===== config.mk =====
export PLATFORM = sky130hd
export DESIGN_NAME = regfile_2r1w_clr_flat
export DESIGN_NICKNAME = d
export VERILOG_FILES = /design/src/rtl/regfile_2r1w_clr_pkg.sv /design/src/rtl/regfile_2r1w_clr_if.sv /design/src/rtl/regfile_2r1w_clr_rd_port.sv /design/src/rtl/regfile_2r1w_clr.sv /design/src/flat_wrapper.sv
export SDC_FILE = /design/constraint.sdc
export NUM_CORES = 1
export LEC_CHECK = 0
export BUFFER_PORTS_ARGS = -buffer_cell sky130_fd_sc_hd__buf_2
export CAP_MARGIN = 10
export CORE_MARGIN = 1.5
export CORE_UTILIZATION = 65
export CTS_CLUSTER_SIZE = 20
export DETAILED_ROUTE_END_ITERATION = 16
export PLACE_DENSITY = 0.92
export SETUP_SLACK_MARGIN = 0.05
export SYNTH_ARGS = -nofsm -noshare
export SYNTH_HDL_FRONTEND = slang
export SYNTH_SLANG_ARGS = --single-unit

===== constraint.sdc =====
create_clock -name clk -period 4.9 [get_ports clk]
set_input_delay 0.735 -clock clk [delete_from_list [all_inputs] [get_ports clk]]
set_output_delay 0.735 -clock clk [all_outputs]
set_load 0.005 [all_outputs]

===== src/rtl/regfile_2r1w_clr_pkg.sv =====
// Shared types for the 2R1W register file with clear engine.
// Clear FSM states and the address-width helper.
package regfile_pkg;

    typedef enum logic [1:0] {
        CLR_IDLE,
        CLR_RUN,
        CLR_DONE
    } clr_state_t;

    function automatic int addr_w(input int depth);
        return (depth < 2) ? 1 : $clog2(depth);
    endfunction

endpackage


===== src/rtl/regfile_2r1w_clr_if.sv =====
// Port bundle of the 2R1W register file: write, two reads, clear.
// The master drives requests; the slave is the register file.
interface regfile_2r1w_clr_if #(
    parameter int WIDTH = 32,
    parameter int AW    = 4
);
    logic             wr_en;
    logic [AW-1:0]    wr_addr;
    logic [WIDTH-1:0] wr_data;
    logic             rd_en_a;
    logic [AW-1:0]    rd_addr_a;
    logic [WIDTH-1:0] rd_data_a;
    logic             rd_valid_a;
    logic             rd_en_b;
    logic [AW-1:0]    rd_addr_b;
    logic [WIDTH-1:0] rd_data_b;
    logic             rd_valid_b;
    logic             clr_req;
    logic             clr_busy;
    logic             clr_done;
    logic             wr_err;

    modport master (
        output wr_en, wr_addr, wr_data,
        output rd_en_a, rd_addr_a,
        output rd_en_b, rd_addr_b,
        output clr_req,
        input  rd_data_a, rd_valid_a,
        input  rd_data_b, rd_valid_b,
        input  clr_busy, clr_done, wr_err
    );

    modport slave (
        input  wr_en, wr_addr, wr_data,
        input  rd_en_a, rd_addr_a,
        input  rd_en_b, rd_addr_b,
        input  clr_req,
        output rd_data_a, rd_valid_a,
        output rd_data_b, rd_valid_b,
        output clr_busy, clr_done, wr_err
    );

endinterface


===== src/rtl/regfile_2r1w_clr_rd_port.sv =====
// One registered read port: bypass mux, out-of-range zeroing,
// output data and valid registers.
module regfile_rd_port #(
    parameter int WIDTH  = 32,
    parameter int AW     = 4,
    parameter bit BYPASS = 1'b1
) (
    input  logic             clk,
    input  logic             reset,
    input  logic             rd_en,
    input  logic [AW-1:0]    rd_addr,
    input  logic             in_range,
    input  logic [WIDTH-1:0] mem_data,
    input  logic             wr_en,
    input  logic [AW-1:0]    wr_addr,
    input  logic [WIDTH-1:0] wr_data,
    output logic [WIDTH-1:0] rd_data,
    output logic             rd_valid
);

    logic             hit;
    logic [WIDTH-1:0] rd_next;

    // wr_en here is the effective write, clear writes included
    assign hit = BYPASS && wr_en && (wr_addr == rd_addr);

    always_comb begin
        rd_next = mem_data;
        if (!in_range) begin
            rd_next = '0;
        end else if (hit) begin
            rd_next = wr_data;
        end
    end

    always_ff @(posedge clk) begin
        if (reset) begin
            rd_data  <= '0;
            rd_valid <= 1'b0;
        end else begin
            rd_valid <= rd_en;
            if (rd_en) begin
                rd_data <= rd_next;
            end
        end
    end

endmodule


===== src/rtl/regfile_2r1w_clr.sv =====
// Parametrised 2R1W register file with write-to-read bypass
// and a background clear engine that zeroes one entry per cycle.
module regfile_2r1w_clr
    import regfile_pkg::*;
#(
    parameter int WIDTH  = 32,
    parameter int DEPTH  = 16,
    parameter bit BYPASS = 1'b1
) (
    input logic          clk,
    input logic          reset,
    regfile_2r1w_clr_if.slave bus
);

    localparam int          AW   = addr_w(DEPTH);
    localparam logic [31:0] LAST = 32'(DEPTH - 1);
    localparam logic [31:0] DEP  = 32'(DEPTH);

    logic [WIDTH-1:0] mem [DEPTH];

    clr_state_t       state_q;
    clr_state_t       state_d;
    logic [AW-1:0]    ptr_q;
    logic [AW-1:0]    ptr_d;
    logic             busy;
    logic             wr_ok;
    logic             we;
    logic [AW-1:0]    wa;
    logic [WIDTH-1:0] wd;
    logic             wr_err_q;
    logic             in_a;
    logic             in_b;
    logic [WIDTH-1:0] mem_a;
    logic [WIDTH-1:0] mem_b;

    assign busy  = (state_q == CLR_RUN);
    assign wr_ok = bus.wr_en && (32'(bus.wr_addr) < DEP) && !busy;

    // The clear engine owns the write port while it runs
    assign we = busy || wr_ok;
    assign wa = busy ? ptr_q : bus.wr_addr;
    assign wd = busy ? '0 : bus.wr_data;

    always_ff @(posedge clk) begin
        if (reset) begin
            for (int i = 0; i < DEPTH; i++) begin
                mem[i] <= '0;
            end
        end else if (we) begin
            mem[wa] <= wd;
        end
    end

    always_ff @(posedge clk) begin
        if (reset) begin
            state_q  <= CLR_IDLE;
            ptr_q    <= '0;
            wr_err_q <= 1'b0;
        end else begin
            state_q  <= state_d;
            ptr_q    <= ptr_d;
            wr_err_q <= bus.wr_en && busy;
        end
    end

    always_comb begin
        state_d = state_q;
        ptr_d   = ptr_q;
        unique case (state_q)
            CLR_IDLE, CLR_DONE: begin
                state_d = CLR_IDLE;
                if (bus.clr_req) begin
                    state_d = CLR_RUN;
                    ptr_d   = '0;
                end
            end
            CLR_RUN: begin
                // Hold at the last entry so a non-power-of-two depth never wraps
                if (32'(ptr_q) == LAST) begin
                    state_d = CLR_DONE;
                end else begin
                    ptr_d = ptr_q + AW'(1);
                end
            end
            default: begin
                state_d = CLR_IDLE;
                ptr_d   = '0;
            end
        endcase
    end

    assign bus.clr_busy = busy;
    assign bus.clr_done = (state_q == CLR_DONE);
    assign bus.wr_err   = wr_err_q;

    assign in_a  = 32'(bus.rd_addr_a) < DEP;
    assign in_b  = 32'(bus.rd_addr_b) < DEP;
    assign mem_a = in_a ? mem[bus.rd_addr_a] : '0;
    assign mem_b = in_b ? mem[bus.rd_addr_b] : '0;

    regfile_rd_port #(
        .WIDTH (WIDTH),
        .AW    (AW),
        .BYPASS(BYPASS)
    ) u_rd_a (
        .clk     (clk),
        .reset   (reset),
        .rd_en   (bus.rd_en_a),
        .rd_addr (bus.rd_addr_a),
        .in_range(in_a),
        .mem_data(mem_a),
        .wr_en   (we),
        .wr_addr (wa),
        .wr_data (wd),
        .rd_data (bus.rd_data_a),
        .rd_valid(bus.rd_valid_a)
    );

    regfile_rd_port #(
        .WIDTH (WIDTH),
        .AW    (AW),
        .BYPASS(BYPASS)
    ) u_rd_b (
        .clk     (clk),
        .reset   (reset),
        .rd_en   (bus.rd_en_b),
        .rd_addr (bus.rd_addr_b),
        .in_range(in_b),
        .mem_data(mem_b),
        .wr_en   (we),
        .wr_addr (wa),
        .wr_data (wd),
        .rd_data (bus.rd_data_b),
        .rd_valid(bus.rd_valid_b)
    );

endmodule

===== src/flat_wrapper.sv =====
// flat-port wrapper written by rule: the top's interface ports become plain ports
module regfile_2r1w_clr_flat import regfile_pkg::*;
#(
    parameter int WIDTH  = 32,
    parameter int DEPTH  = 16,
    parameter bit BYPASS = 1'b1
)
  (clk, reset, bus_wr_en, bus_wr_addr, bus_wr_data, bus_rd_en_a, bus_rd_addr_a, bus_rd_en_b, bus_rd_addr_b, bus_clr_req, bus_rd_data_a, bus_rd_valid_a, bus_rd_data_b, bus_rd_valid_b, bus_clr_busy, bus_clr_done, bus_wr_err);
  regfile_2r1w_clr_if #(.WIDTH(WIDTH)) bus_i ();
  input logic clk;
  input logic reset;
  input wire logic [$bits(bus_i.wr_en)-1:0] bus_wr_en;
  input wire logic [$bits(bus_i.wr_addr)-1:0] bus_wr_addr;
  input wire logic [$bits(bus_i.wr_data)-1:0] bus_wr_data;
  input wire logic [$bits(bus_i.rd_en_a)-1:0] bus_rd_en_a;
  input wire logic [$bits(bus_i.rd_addr_a)-1:0] bus_rd_addr_a;
  input wire logic [$bits(bus_i.rd_en_b)-1:0] bus_rd_en_b;
  input wire logic [$bits(bus_i.rd_addr_b)-1:0] bus_rd_addr_b;
  input wire logic [$bits(bus_i.clr_req)-1:0] bus_clr_req;
  output wire logic [$bits(bus_i.rd_data_a)-1:0] bus_rd_data_a;
  output wire logic [$bits(bus_i.rd_valid_a)-1:0] bus_rd_valid_a;
  output wire logic [$bits(bus_i.rd_data_b)-1:0] bus_rd_data_b;
  output wire logic [$bits(bus_i.rd_valid_b)-1:0] bus_rd_valid_b;
  output wire logic [$bits(bus_i.clr_busy)-1:0] bus_clr_busy;
  output wire logic [$bits(bus_i.clr_done)-1:0] bus_clr_done;
  output wire logic [$bits(bus_i.wr_err)-1:0] bus_wr_err;
  assign bus_i.wr_en = bus_wr_en;
  assign bus_i.wr_addr = bus_wr_addr;
  assign bus_i.wr_data = bus_wr_data;
  assign bus_i.rd_en_a = bus_rd_en_a;
  assign bus_i.rd_addr_a = bus_rd_addr_a;
  assign bus_i.rd_en_b = bus_rd_en_b;
  assign bus_i.rd_addr_b = bus_rd_addr_b;
  assign bus_i.clr_req = bus_clr_req;
  assign bus_rd_data_a = bus_i.rd_data_a;
  assign bus_rd_valid_a = bus_i.rd_valid_a;
  assign bus_rd_data_b = bus_i.rd_data_b;
  assign bus_rd_valid_b = bus_i.rd_valid_b;
  assign bus_clr_busy = bus_i.clr_busy;
  assign bus_clr_done = bus_i.clr_done;
  assign bus_wr_err = bus_i.wr_err;
  regfile_2r1w_clr #(.WIDTH(WIDTH), .DEPTH(DEPTH), .BYPASS(BYPASS)) u_core (.clk(clk), .reset(reset), .bus(bus_i));
endmodule

* Word-level counts from Yosys, hierarchy flattened
Memories as Yosys holds them, arrays and structs flattened. A register that Yosys moved wholly into a read port is not among the register bits.
Index checks and enable logic that the tools add are counted.
** Word-level totals
- Bits in registers :: 9
- RAM bits :: 512
- Output and inout bits :: 69
- Memories :: 1
** Memories
- u_core.mem :: depth 16, bits a word 32, rd ports 2, clocked after memory_dff 2, wr ports 16, RTL line regfile_2r1w_clr.sv:19 : logic [WIDTH-1:0] mem [DEPTH];
** Cells by class
- Add/sub/neg operators :: 1
- Equality and inequality tests :: 6
- Multiplexer cells :: 16
- Reductions and logical operators :: 8
** Operators by type and width (number)
- 32-bit two-way mux :: 2
- 32-bit OR reduction :: 1
- 4-bit two-way mux :: 4
- 4-bit one-hot mux with 2 select lines :: 1
- 1-bit two-way mux :: 7
- 2-bit inequality test, second input constant :: 3
- 4-bit by 1-bit adder with 4-bit output, second input constant :: 1
- 4-bit == test, second input constant :: 1
- 2-bit one-hot mux with 2 select lines :: 1
- 2-bit by 1-bit == test with 1-bit output, second input constant :: 1
- 2-bit == test, second input constant :: 1
- 1-bit logical AND :: 2
- 2-bit logical NOT :: 1
- 2-bit two-way mux :: 1
- 2-bit AND reduction :: 1
- 2-bit OR reduction :: 1
- 1-bit logical NOT :: 1
- 1-bit logical OR :: 1

* Longest topological paths before layout
Gate-level depths: netlist of the first run.
- Depth after elaboration :: 9
- Depth in mapped cells :: 10
- Gate-level depth less buffers :: 7

* Cells and area by module
Synthesis of the first run repeated with hierarchy kept, for this count alone.
** Unflattened totals
- Cells, all modules :: 2302
- Area, all modules :: 30085.1 µm²
** Modules (own cells, without submodules)
- regfile_2r1w_clr :: times used 1, cells an instance 1830, area each 26213.9 µm², sequential area each 15514.9 µm²
- regfile_rd_port :: times used 2, cells an instance 236, area each 1935.6 µm², sequential area each 660.6 µm²

* Least setup slack after synthesis of the first run
OpenSTA, ideal clock, no wires.
- Kind :: input-to-reg
- Start point :: input port bus_rd_addr_b[0]
- End point :: register u_core.u_rd_b.rd_data[10], read port of u_core.mem
- Library setup time :: 0.127 ns
- Arrival time :: 2.678 ns
- Slack :: 2.095 ns
- Stages :: 7
- Buffers on the path :: 3
- Path through :: clkbuf_1 buf_2 buf_2 mux4_2 mux4_2 nand3_1 o211ai_2
** RTL lines
- from (decl) :: RTL line flat_wrapper.sv:18 : input wire logic [$bits(bus_i.rd_addr_b)-1:0] bus_rd_addr_b;
- to (decl) :: RTL line regfile_2r1w_clr_rd_port.sv:17 : output logic [WIDTH-1:0] rd_data,

==> impl_metrics.xml, run 1 <==
<?xml version="1.0" encoding="UTF-8"?>
<metrics>
  <group name="status">
    <metric name="run_status" unit="">complete, no violations</metric>
  </group>
  <group name="clock_tree">
    <metric name="clk_transition_reported_paths" unit="ps">70</metric>
    <metric name="clock_tree.htree_level_count" unit="">2</metric>
    <metric name="clkSinkCount" unit="">585</metric>
    <metric name="postCtsSetupBuffers" unit="">0</metric>
    <metric name="tritoncts" unit="">done</metric>
    <metric name="worstSkewPairLatency" unit="ps">660</metric>
    <metric name="cts_buffers" unit="">57</metric>
    <metric name="ctsResizeCount" unit="">0</metric>
    <metric name="cts_buffer_depth" unit="">3</metric>
    <metric name="cts_hold_repair_buffers" unit="">0</metric>
    <metric name="cts-root-buf" unit="">sky130_fd_sc_hd__clkbuf_16</metric>
  </group>
  <group name="finish">
    <metric name="design.final.nets" unit="">2100</metric>
    <metric name="area_taken_by_multi_input_logic_gates" unit="sq mm">0.0114</metric>
    <metric name="synthesis_to_layout_area_growth" unit="%">10.4</metric>
    <metric name="finish.utilization" unit="">0.726</metric>
    <metric name="drive_above_1_share" unit="">0.300</metric>
    <metric name="sequential_cell_area" unit="sq mm">0.0168</metric>
    <metric name="layout.filler_cells" unit="">2566</metric>
    <metric name="post_layout_cell_count" unit="">2691</metric>
    <metric name="final_cell_area" unit="sq mm">0.0320</metric>
  </group>
  <group name="global_route">
    <metric name="groute.usage.overall" unit="">0.416</metric>
    <metric name="groute.layer.met3.usage" unit="">0.144</metric>
    <metric name="grt_overflow_total" unit="">0</metric>
    <metric name="grt_util_met1" unit="">0.494</metric>
    <metric name="grt_util_met2" unit="">0.645</metric>
    <metric name="grt_pass1_wl" unit="mm">138</metric>
    <metric name="via_count_of_the_first_global_routing_pass" unit="">22100</metric>
    <metric name="grt_busiest_layer" unit="">met2</metric>
    <metric name="grt_max_degree" unit="">129</metric>
    <metric name="antenna_found_initial" unit="">2</metric>
  </group>
  <group name="yosys">
    <metric name="synth_enable_flop_cells" unit="">512</metric>
    <metric name="ys_types" unit="">41</metric>
    <metric name="average_cell_area_after_synthesis" unit="sq um">14.3</metric>
    <metric name="synth.cells.most_frequent" unit="">sky130_fd_sc_hd__nor2_1 (523), sky130_fd_sc_hd__edfxtp_1 (512), sky130_fd_sc_hd__mux4_2 (288)</metric>
    <metric name="synthDominantCellAreaShare" unit="">0.530</metric>
    <metric name="syn_area" unit="sq mm">0.0290</metric>
    <metric name="syn-instance-count" unit="">2023</metric>
    <metric name="yosysSeqAreaShare" unit="">0.580</metric>
    <metric name="flop_and_latch_count_out_of_synthesis" unit="">585</metric>
    <metric name="asyncSetResetFlopFracSynth" unit="">0</metric>
    <metric name="synth_most_common_cell" unit="">sky130_fd_sc_hd__nor2_1</metric>
    <metric name="synth_warnings" unit="">0</metric>
    <metric name="netlist_top_cells_area" unit="">sky130_fd_sc_hd__edfxtp_1 (53%), sky130_fd_sc_hd__mux4_2 (22%), sky130_fd_sc_hd__nor2_1 (6.8%)</metric>
    <metric name="most_common_flop_cell_mapped_by_yosys" unit="">sky130_fd_sc_hd__edfxtp_1</metric>
    <metric name="yosysTopAreaCell" unit="">sky130_fd_sc_hd__edfxtp_1</metric>
    <metric name="synthesis.nets" unit="">2074</metric>
  </group>
  <group name="pwr">
    <metric name="total_power" unit="mW">11.9</metric>
    <metric name="p_leak" unit="nW">11.4</metric>
    <metric name="swShare" unit="">0.249</metric>
    <metric name="power.density" unit="mW/mm^2">371</metric>
    <metric name="share_seq_of_total_power" unit="">0.488</metric>
    <metric name="cellInternalPower" unit="mW">8.93</metric>
    <metric name="share_comb_of_total_power" unit="">0.114</metric>
    <metric name="power_switching" unit="mW">2.97</metric>
    <metric name="power_frac_clock" unit="">0.398</metric>
    <metric name="worst_ir_drop_vdd" unit="uV">377</metric>
  </group>
  <group name="worst_setup_path">
    <metric name="worstRegToRegCells" unit="">8</metric>
    <metric name="timing_worst_setup_path_type" unit="">reg -&gt; reg</metric>
    <metric name="cp_data_arrival_time" unit="ps">4130</metric>
    <metric name="cp.required" unit="ps">5440</metric>
    <metric name="timing.critical_path.from_type" unit="">flop</metric>
    <metric name="cp_max_fo" unit="">31</metric>
    <metric name="critical_path.endpoint_type" unit="">flop</metric>
  </group>
  <group name="sta">
    <metric name="setup_viol_count_final" unit="">0</metric>
    <metric name="hold_slack" unit="ps">383</metric>
    <metric name="number_of_hold_violations_in_the_final_report" unit="">0</metric>
    <metric name="timing.setup.tns" unit="ps">0</metric>
    <metric name="worst_clock_skew" unit="ps">33.4</metric>
    <metric name="finalCritPeriodShare" unit="">0.732</metric>
    <metric name="final_critical_path_setup_slack" unit="ps">1310</metric>
    <metric name="layout_min_cycle_time" unit="ps">3590</metric>
    <metric name="report.final.slew_viol_count" unit="">0</metric>
    <metric name="grt_setup_unrepaired" unit="">false</metric>
    <metric name="fmax" unit="MHz">279</metric>
    <metric name="worst_slew_pin_slew" unit="ps">1410</metric>
    <metric name="max_slew_margin" unit="">0.0609</metric>
  </group>
  <group name="die">
    <metric name="die_area" unit="sq mm">0.0459</metric>
    <metric name="initial_core_util" unit="">0.658</metric>
    <metric name="coreArea" unit="sq mm">0.0441</metric>
    <metric name="die_w" unit="microns">214</metric>
    <metric name="fp-row-count" unit="">77</metric>
    <metric name="fp.dieH" unit="microns">214</metric>
    <metric name="top_ports" unit="">119</metric>
  </group>
  <group name="routing">
    <metric name="drtAntennaViolNets" unit="">0</metric>
    <metric name="drcViolationCount" unit="">0</metric>
    <metric name="route.vias.total" unit="">21100</metric>
    <metric name="route.final.wire_length" unit="mm">94.7</metric>
    <metric name="detail_route.iter0.violations" unit="">4056</metric>
    <metric name="routedWlPerCell" unit="microns">35.2</metric>
    <metric name="drt-vias-per-instance" unit="">7.84</metric>
    <metric name="detail_route.first_pass.iterations" unit="">6</metric>
  </group>
  <group name="hold_path">
    <metric name="holdCritPathClass" unit="">in -&gt; reg</metric>
    <metric name="holdPathStages" unit="">3</metric>
  </group>
  <group name="placed_design">
    <metric name="finalWeightedCongestion" unit="">0.857</metric>
    <metric name="port_buffers" unit="">118</metric>
    <metric name="dpl.cell_count" unit="">2582</metric>
    <metric name="dpl_cell_area" unit="sq mm">0.0301</metric>
    <metric name="setup_slack_placement" unit="ps">1460</metric>
    <metric name="hpwlAfterDp" unit="mm">49.2</metric>
  </group>
  <group name="flow_run">
    <metric name="max_cap_violations" unit="">0</metric>
  </group>
</metrics>
layout make-up:
| class | count | area share |
|---|---|---|
| Tap cell | 592 | 0.0231 |
| Timing Repair Buffer | 168 | 0.0325 |
| Clock buffer | 72 | 0.0478 |
| Multi-Input combinational cell | 1232 | 0.357 |
| Clock inverter | 36 | 0.0139 |
| Sequential cell | 585 | 0.525 |
| Inverter | 5 | 0.000586 |
| Antenna cell | 1 | 0.0000781 |
worst paths after layout:
| check | start | endpoint | slack (ps) |
|---|---|---|---|
| hold / removal | bus_clr_req | u_core.state_q[0] | 380 |
| hold reg to reg | u_core.u_rd_b.rd_data[19] | u_core.u_rd_b.rd_data[19] | 470 |
| setup / recovery | u_core.state_q[1] | u_core.u_rd_b.rd_data[4] | 1310 |
| setup reg to reg | u_core.state_q[1] | u_core.u_rd_b.rd_data[4] | 1310 |
logic make-up (layout without fill, tap and decap cells):
kind of cell | count (synthesis) | count (layout) | share of synthesized area
compound gates | 115 | 115 | 0.0370
mux | 355 | 355 | 0.248
fa+ha+maj | 1 | 1 | 0.000431
other cells | 0 | 1 | 0
buf+inv | 206 | 281 | 0.0289
simple gates | 752 | 752 | 0.103
xor+xnor | 9 | 9 | 0.00272
flops | 585 | 585 | 0.580
cells in the final DEF, fill, tap and decap left out, types with 32 or more instances in the layout:
master	synthesis	layout
sky130_fd_sc_hd__nand2_1	148	148
sky130_fd_sc_hd__clkbuf_16	0	57
sky130_fd_sc_hd__mux4_2	288	288
sky130_fd_sc_hd__buf_2	28	113
sky130_fd_sc_hd__nor2_1	523	521
sky130_fd_sc_hd__o311ai_1	33	32
sky130_fd_sc_hd__buf_4	0	49
sky130_fd_sc_hd__dfxtp_1	73	73
sky130_fd_sc_hd__mux2i_1	36	36
sky130_fd_sc_hd__nand3_1	39	39
sky130_fd_sc_hd__edfxtp_1	512	512
flip-flops by register name, summed over array words and instances, names as in the netlist:
register	count
u_core.u_rd_a.rd_data	32
u_core.state_q	2
u_core.u_rd_b.rd_data	32
u_core.bus.wr_err	1
u_core.u_rd_b.rd_valid	1
u_core.u_rd_a.rd_valid	1
u_core.mem	512
u_core.ptr_q	4
layer usage:
layer	vias up	routed length (microns)
li1	7795	-
met1	10100	27000
met2	2552	43700
met3	663	16000
met4	0	8030
met5	-	0
power groups by stage:
stage | Clock [mW] | Combinational [mW] | Sequential (mW)
finish | 4.74 | 1.35 | 5.80
global route | 4.89 | 1.38 | 5.81
CTS | 4.70 | 1.31 | 5.79
detailed placement | 0 | 1.28 | 5.88
global placement | 0 | 1.24 | 5.84
floorplan | 0 | 0.869 | 5.83
critical path: stages, from the launching register on:
cell and delay (ps):
sky130_fd_sc_hd__dfxtp_1 310, sky130_fd_sc_hd__nand2b_2 620, sky130_fd_sc_hd__inv_2 280, sky130_fd_sc_hd__nor3_1 290, sky130_fd_sc_hd__o22ai_1 130, sky130_fd_sc_hd__a2111o_1 390
sky130_fd_sc_hd__or3b_2 850, sky130_fd_sc_hd__buf_4 400, sky130_fd_sc_hd__o211ai_2 200
No activity file was read; power rests on OpenSTA's default activity.
==> inputs of run 2 (changes only) <==
CORE_UTILIZATION = 56   (was 65)
PLACE_DENSITY = 0.85   (was 0.92)
clock period = 2.9 ns   (was 4.9 ns; I/O delays follow)
==> run 2 against run 1 <==
Power up 72%. Fmax up 36%. Global-route usage down 5.5 points. Critical path depth unchanged. Sequential share of layout area down 1.6 points. Largest power group unchanged. Critical path type unchanged. Cell count up 5.6%. Clock power up 74%. Via count down 0.35%. Setup slack worse by 1000 ps.
==> impl_metrics.xml, run 2 (synthesis results as in run 1) <==
<?xml version="1.0" encoding="UTF-8"?>
<metrics>
  <group name="worst_setup_path">
    <metric name="critical_path.cell_chain" unit="">nand2b_2 &gt; buf_4 &gt; mux2i_1 &gt; inv_2 &gt; nor2_1 &gt; nand2_1 &gt; buf_4 &gt; nor2_1</metric>
    <metric name="timing_worst_setup_path_type" unit="">reg -&gt; reg</metric>
    <metric name="timing.critical_path.from_type" unit="">flop</metric>
    <metric name="cp_max_fo" unit="">32</metric>
    <metric name="critPathTopFamily" unit="">simple AND/OR/NAND/NOR gates</metric>
    <metric name="cp.required" unit="ps">3340</metric>
    <metric name="cp_num_buf_inv" unit="">3</metric>
    <metric name="max_stage_delay" unit="ps">390</metric>
    <metric name="cp_data_arrival_time" unit="ps">3080</metric>
    <metric name="critical-path-slowest-cell" unit="">sky130_fd_sc_hd__buf_4</metric>
    <metric name="critical_path.endpoint_type" unit="">flop</metric>
  </group>
  <group name="global_route">
    <metric name="groute.usage.overall" unit="">0.361</metric>
    <metric name="grt_max_degree" unit="">63</metric>
    <metric name="grt_pass1_wl" unit="mm">138</metric>
    <metric name="grt_overflow_total" unit="">0</metric>
    <metric name="via_count_of_the_first_global_routing_pass" unit="">21800</metric>
    <metric name="antenna_found_initial" unit="">1</metric>
  </group>
  <group name="sta">
    <metric name="layout_min_cycle_time" unit="ps">2640</metric>
    <metric name="timing.setup.tns" unit="ps">0</metric>
    <metric name="setup_viol_count_final" unit="">0</metric>
    <metric name="finalCritPeriodShare" unit="">0.909</metric>
    <metric name="fmax" unit="MHz">379</metric>
    <metric name="number_of_hold_violations_in_the_final_report" unit="">0</metric>
    <metric name="grt_setup_unrepaired" unit="">false</metric>
    <metric name="worst_slew_pin_slew" unit="ps">824</metric>
    <metric name="max_slew_margin" unit="">0.449</metric>
    <metric name="report.final.slew_viol_count" unit="">0</metric>
    <metric name="worst_clock_skew" unit="ps">15.8</metric>
  </group>
  <group name="clock_tree">
    <metric name="cts-root-buf" unit="">sky130_fd_sc_hd__clkbuf_16</metric>
    <metric name="clock_tree.htree_level_count" unit="">2</metric>
    <metric name="ctsResizeCount" unit="">0</metric>
    <metric name="clk_transition_reported_paths" unit="ps">70</metric>
    <metric name="worstSkewPairLatency" unit="ps">640</metric>
    <metric name="cts_hold_repair_buffers" unit="">0</metric>
    <metric name="tritoncts" unit="">done</metric>
    <metric name="postCtsSetupBuffers" unit="">0</metric>
    <metric name="clkSinkCount" unit="">585</metric>
    <metric name="cts_buffers" unit="">57</metric>
    <metric name="cts_buffer_depth" unit="">3</metric>
  </group>
  <group name="finish">
    <metric name="drive_above_1_share" unit="">0.323</metric>
    <metric name="design.final.nets" unit="">2164</metric>
    <metric name="synthesis_to_layout_area_growth" unit="%">14.0</metric>
    <metric name="mostFrequentLayoutCell" unit="">sky130_fd_sc_hd__nor2_1</metric>
    <metric name="largest_register_ffs" unit="">512</metric>
    <metric name="finish.utilization" unit="">0.645</metric>
    <metric name="layout_common_cells" unit="">sky130_fd_sc_hd__nor2_1 (521), sky130_fd_sc_hd__edfxtp_1 (512), sky130_fd_sc_hd__mux4_2 (288)</metric>
    <metric name="largest-register" unit="">u_core.mem</metric>
    <metric name="largest_registers" unit="">u_core.mem (512), u_core.u_rd_a.rd_data (32), u_core.u_rd_b.rd_data (32)</metric>
    <metric name="layout.filler_cells" unit="">3427</metric>
  </group>
  <group name="pwr">
    <metric name="power.density" unit="mW/mm^2">618</metric>
    <metric name="total_power" unit="mW">20.5</metric>
    <metric name="worst_ir_drop_vdd" unit="uV">578</metric>
    <metric name="p_leak" unit="nW">11.8</metric>
  </group>
  <group name="flow_run">
    <metric name="max_cap_violations" unit="">0</metric>
  </group>
  <group name="die">
    <metric name="initial_core_util" unit="">0.566</metric>
    <metric name="coreArea" unit="sq mm">0.0513</metric>
    <metric name="die_w" unit="microns">231</metric>
    <metric name="fp-row-count" unit="">83</metric>
    <metric name="top_ports" unit="">119</metric>
    <metric name="fp.dieH" unit="microns">231</metric>
    <metric name="die_area" unit="sq mm">0.0532</metric>
  </group>
  <group name="status">
    <metric name="run_status" unit="">complete, no violations</metric>
  </group>
  <group name="routing">
    <metric name="detail_route.first_pass.iterations" unit="">6</metric>
    <metric name="routedWlPerCell" unit="microns">33.6</metric>
    <metric name="route.final.wire_length" unit="mm">95.4</metric>
    <metric name="route.vias.total" unit="">21000</metric>
    <metric name="detail_route.iter0.violations" unit="">3432</metric>
    <metric name="drtAntennaViolNets" unit="">0</metric>
    <metric name="drcViolationCount" unit="">0</metric>
    <metric name="drt-vias-per-instance" unit="">7.40</metric>
  </group>
  <group name="hold_path">
    <metric name="holdCritPathClass" unit="">in -&gt; reg</metric>
  </group>
  <group name="placed_design">
    <metric name="port_buffers" unit="">118</metric>
    <metric name="hpwlAfterDp" unit="mm">54.3</metric>
    <metric name="finalWeightedCongestion" unit="">0.896</metric>
  </group>
</metrics>
## run 2: cell count changes in the layout (fill, tap and decap cells not counted), moves of 2 or more
cell / before / now
sky130_fd_sc_hd__buf_12: 4 / 32
sky130_fd_sc_hd__buf_4: 49 / 85
sky130_fd_sc_hd__clkinvlp_4: 1 / 3
sky130_fd_sc_hd__clkinv_1: 10 / 5
sky130_fd_sc_hd__clkinv_2: 12 / 8
sky130_fd_sc_hd__bufinv_16: 10 / 12
sky130_fd_sc_hd__clkbuf_8: 7 / 10
## run 2: area by class of cell
type                            instances  area [sq um]  area share
Multi-Input combinational cell       1232         11400       0.345
Timing Repair Buffer                  232          1870      0.0566
Inverter                                5          18.8    0.000568
Antenna cell                            1          2.50   0.0000757
Clock inverter                         30           467      0.0141
Tap cell                              680           851      0.0257
Clock buffer                           76          1600      0.0484
Sequential cell                       585         16800       0.509
## run 2: per-stage QoR
step	std cells	hold slack, ps	instance area (sq um)	worst slack [ps]
5_1_grt	2840	98.3	33100	142
4_1_cts	2840	102	33100	387
3_3_place_gp	2734	446	31000	333
6_report	2841	101	33100	264
2_1_floorplan	2023	457	29000	199
3_5_place_dp	2734	441	31000	322
## run 2: report_power, final
part	internal, mW	switching, mW	leakage (nW)	total [mW]
registers	9.54	0.253	5.90	9.79
logic	1.01	1.38	4.94	2.39
clock network	4.93	3.34	1.00	8.27
total	15.5	4.97	11.8	20.5
## run 2: worst paths after layout
kind	from	end	slack (ps)	depth (start not counted)
worst max-delay path	u_core.state_q[0]	u_core.mem[12][1]	260	8
worst min-delay path	bus_clr_req	u_core.state_q[0]	100	3
worst max register to register	u_core.state_q[0]	u_core.mem[12][1]	260	8
worst min register to register	u_core.u_rd_b.rd_data[29]	u_core.u_rd_b.rd_data[29]	460	2
## run 2: worst min-delay path, cell delays in order
cell and delay, ps:
sky130_fd_sc_hd__buf_2 120, sky130_fd_sc_hd__nand2b_1 70, sky130_fd_sc_hd__a21oi_1 60
## run 2: layer usage
layer | wire length, microns | up-vias | track usage | part of all wire
li1 | - | 7934 | - | -
met5 | 13 | - | 0 | 0.00014
met4 | 7850 | 2 | 0.247 | 0.082
met2 | 44200 | 2230 | 0.569 | 0.46
met3 | 14900 | 616 | 0.113 | 0.16
met1 | 28500 | 10300 | 0.428 | 0.30
==> inputs of run 3 (changes only) <==
RECOVER_POWER = 50   (was default)
==> run 3 against run 2 <==
First-iteration DRC count grew 1.8%. Via count is 0.51% lower. Die area did not move. Clock-buffer cell count stayed put. Flip-flop and latch count unchanged. Clock skew decreased by 5.2 ps. Cell count is essentially flat. Largest power group unchanged.
==> impl_metrics.xml, run 3 (synthesis results as in run 1) <==
<?xml version="1.0" encoding="UTF-8"?>
<metrics>
  <group name="global_route">
    <metric name="antenna_found_initial" unit="">1</metric>
    <metric name="grt_overflow_total" unit="">0</metric>
    <metric name="groute.usage.overall" unit="">0.361</metric>
    <metric name="via_count_of_the_first_global_routing_pass" unit="">21800</metric>
    <metric name="grt_max_degree" unit="">63</metric>
    <metric name="grt_pass1_wl" unit="mm">138</metric>
  </group>
  <group name="finish">
    <metric name="post_layout_cell_count" unit="">2840</metric>
    <metric name="finish.utilization" unit="">0.639</metric>
    <metric name="antenna_cells" unit="">0</metric>
    <metric name="drive_above_1_share" unit="">0.292</metric>
    <metric name="design.final.nets" unit="">2164</metric>
    <metric name="area_taken_by_multi_input_logic_gates" unit="sq mm">0.0113</metric>
    <metric name="synthesis_to_layout_area_growth" unit="%">13.0</metric>
    <metric name="largest_registers" unit="">u_core.mem (512), u_core.u_rd_a.rd_data (32), u_core.u_rd_b.rd_data (32)</metric>
    <metric name="layout_common_cells" unit="">sky130_fd_sc_hd__nor2_1 (521), sky130_fd_sc_hd__edfxtp_1 (512), sky130_fd_sc_hd__mux4_2 (288)</metric>
    <metric name="layout.filler_cells" unit="">3489</metric>
    <metric name="largest_register_ffs" unit="">512</metric>
    <metric name="largest-register" unit="">u_core.mem</metric>
    <metric name="mostFrequentLayoutCell" unit="">sky130_fd_sc_hd__nor2_1</metric>
    <metric name="sequential_cell_area" unit="sq mm">0.0168</metric>
  </group>
  <group name="clock_tree">
    <metric name="ctsResizeCount" unit="">0</metric>
    <metric name="cts_buffers" unit="">57</metric>
    <metric name="cts_buffer_depth" unit="">3</metric>
    <metric name="cts-root-buf" unit="">sky130_fd_sc_hd__clkbuf_16</metric>
    <metric name="worstSkewPairLatency" unit="ps">630</metric>
    <metric name="clkSinkCount" unit="">585</metric>
    <metric name="cts_hold_repair_buffers" unit="">0</metric>
    <metric name="clk_transition_reported_paths" unit="ps">70</metric>
    <metric name="postCtsSetupBuffers" unit="">0</metric>
    <metric name="tritoncts" unit="">done</metric>
    <metric name="clock_tree.htree_level_count" unit="">2</metric>
  </group>
  <group name="sta">
    <metric name="max_slew_margin" unit="">0.273</metric>
    <metric name="fmax" unit="MHz">364</metric>
    <metric name="finalCritPeriodShare" unit="">0.946</metric>
    <metric name="layout_min_cycle_time" unit="ps">2740</metric>
    <metric name="number_of_hold_violations_in_the_final_report" unit="">0</metric>
    <metric name="worst_slew_pin_slew" unit="ps">1090</metric>
    <metric name="timing.setup.tns" unit="ps">0</metric>
    <metric name="grt_setup_unrepaired" unit="">false</metric>
    <metric name="worst_clock_skew" unit="ps">10.5</metric>
    <metric name="report.final.slew_viol_count" unit="">0</metric>
    <metric name="setup_viol_count_final" unit="">0</metric>
  </group>
  <group name="pwr">
    <metric name="total_power" unit="mW">20.4</metric>
    <metric name="worst_ir_drop_vdd" unit="uV">573</metric>
    <metric name="power.density" unit="mW/mm^2">622</metric>
    <metric name="p_leak" unit="nW">11.5</metric>
  </group>
  <group name="worst_setup_path">
    <metric name="cp_data_arrival_time" unit="ps">3100</metric>
    <metric name="timing.critical_path.from_type" unit="">flop</metric>
    <metric name="cp.required" unit="ps">3260</metric>
    <metric name="r2r-start" unit="">u_core.state_q[0]</metric>
    <metric name="worstSetupStartpoint" unit="">u_core.state_q[0]</metric>
    <metric name="timing_worst_setup_path_type" unit="">reg -&gt; reg</metric>
    <metric name="critical_path.endpoint_type" unit="">flop</metric>
    <metric name="cp_max_fo" unit="">20</metric>
  </group>
  <group name="routing">
    <metric name="detail_route.iter0.violations" unit="">3493</metric>
    <metric name="routedWlPerCell" unit="microns">33.6</metric>
    <metric name="drt-vias-per-instance" unit="">7.37</metric>
    <metric name="route.final.wire_length" unit="mm">95.4</metric>
    <metric name="route.vias.total" unit="">20900</metric>
    <metric name="drtAntennaViolNets" unit="">0</metric>
    <metric name="drcViolationCount" unit="">0</metric>
    <metric name="detail_route.first_pass.iterations" unit="">8</metric>
  </group>
  <group name="die">
    <metric name="fp.dieH" unit="microns">231</metric>
    <metric name="initial_core_util" unit="">0.566</metric>
    <metric name="die_area" unit="sq mm">0.0532</metric>
    <metric name="fp-row-count" unit="">83</metric>
    <metric name="die_w" unit="microns">231</metric>
    <metric name="top_ports" unit="">119</metric>
    <metric name="coreArea" unit="sq mm">0.0513</metric>
  </group>
  <group name="hold_path">
    <metric name="holdCritStartpoint" unit="">bus_clr_req</metric>
    <metric name="holdCritPathClass" unit="">in -&gt; reg</metric>
  </group>
  <group name="placed_design">
    <metric name="hpwlAfterDp" unit="mm">54.3</metric>
    <metric name="finalWeightedCongestion" unit="">0.896</metric>
    <metric name="port_buffers" unit="">118</metric>
    <metric name="dpl.cell_count" unit="">2734</metric>
  </group>
  <group name="status">
    <metric name="run_status" unit="">complete, no violations</metric>
  </group>
  <group name="flow_run">
    <metric name="max_cap_violations" unit="">0</metric>
  </group>
</metrics>
## run 3: report_power, final
group          switching [mW]  internal (mW)  total (mW)
Sequential              0.255           9.54        9.80
Combinational            1.37          0.969        2.34
Clock                    3.33           4.93        8.26
## run 3: final timing paths
check	slack (ps)	cells after the start	to
max reg2reg	160	8	u_core.mem[15][16]
min	110	3	u_core.state_q[0]
min reg2reg	460	2	u_core.u_rd_b.rd_data[29]
max	160	8	u_core.mem[15][16]
## run 3: final cells by class
type,count,area share
Inverter,5,0.000572
Multi-Input combinational cell,1232,0.346
Sequential cell,585,0.513
Clock buffer,76,0.0488
Tap cell,680,0.0259
Clock inverter,30,0.0142
Timing Repair Buffer,232,0.0510
## run 3: routing by layer
layer	up-vias	wire [microns]	GRT usage
met4	2	7740	0.247
met3	600	14600	0.113
li1	7926	-	-
met1	10200	28700	0.428
met2	2229	44400	0.569
met5	-	13	0
## run 3: critical path: stages (launching register included)
cell	delay, ps
sky130_fd_sc_hd__dfxtp_1	360
sky130_fd_sc_hd__nand2b_2	230
sky130_fd_sc_hd__buf_4	400
sky130_fd_sc_hd__mux2i_1	340
sky130_fd_sc_hd__inv_2	60
sky130_fd_sc_hd__and2_0	200
sky130_fd_sc_hd__nand2_1	220
sky130_fd_sc_hd__clkbuf_1	530
sky130_fd_sc_hd__nor2_1	130
## run 3: stage by stage
step | instance area (sq um) | hold slack [ps] | worst slack (ps)
5_1_grt | 32800 | 98.3 | 77.9
4_1_cts | 33100 | 102 | 387
6_report | 32800 | 106 | 156
2_1_floorplan | 29000 | 457 | 199
3_5_place_dp | 31000 | 441 | 322
3_3_place_gp | 31000 | 446 | 333
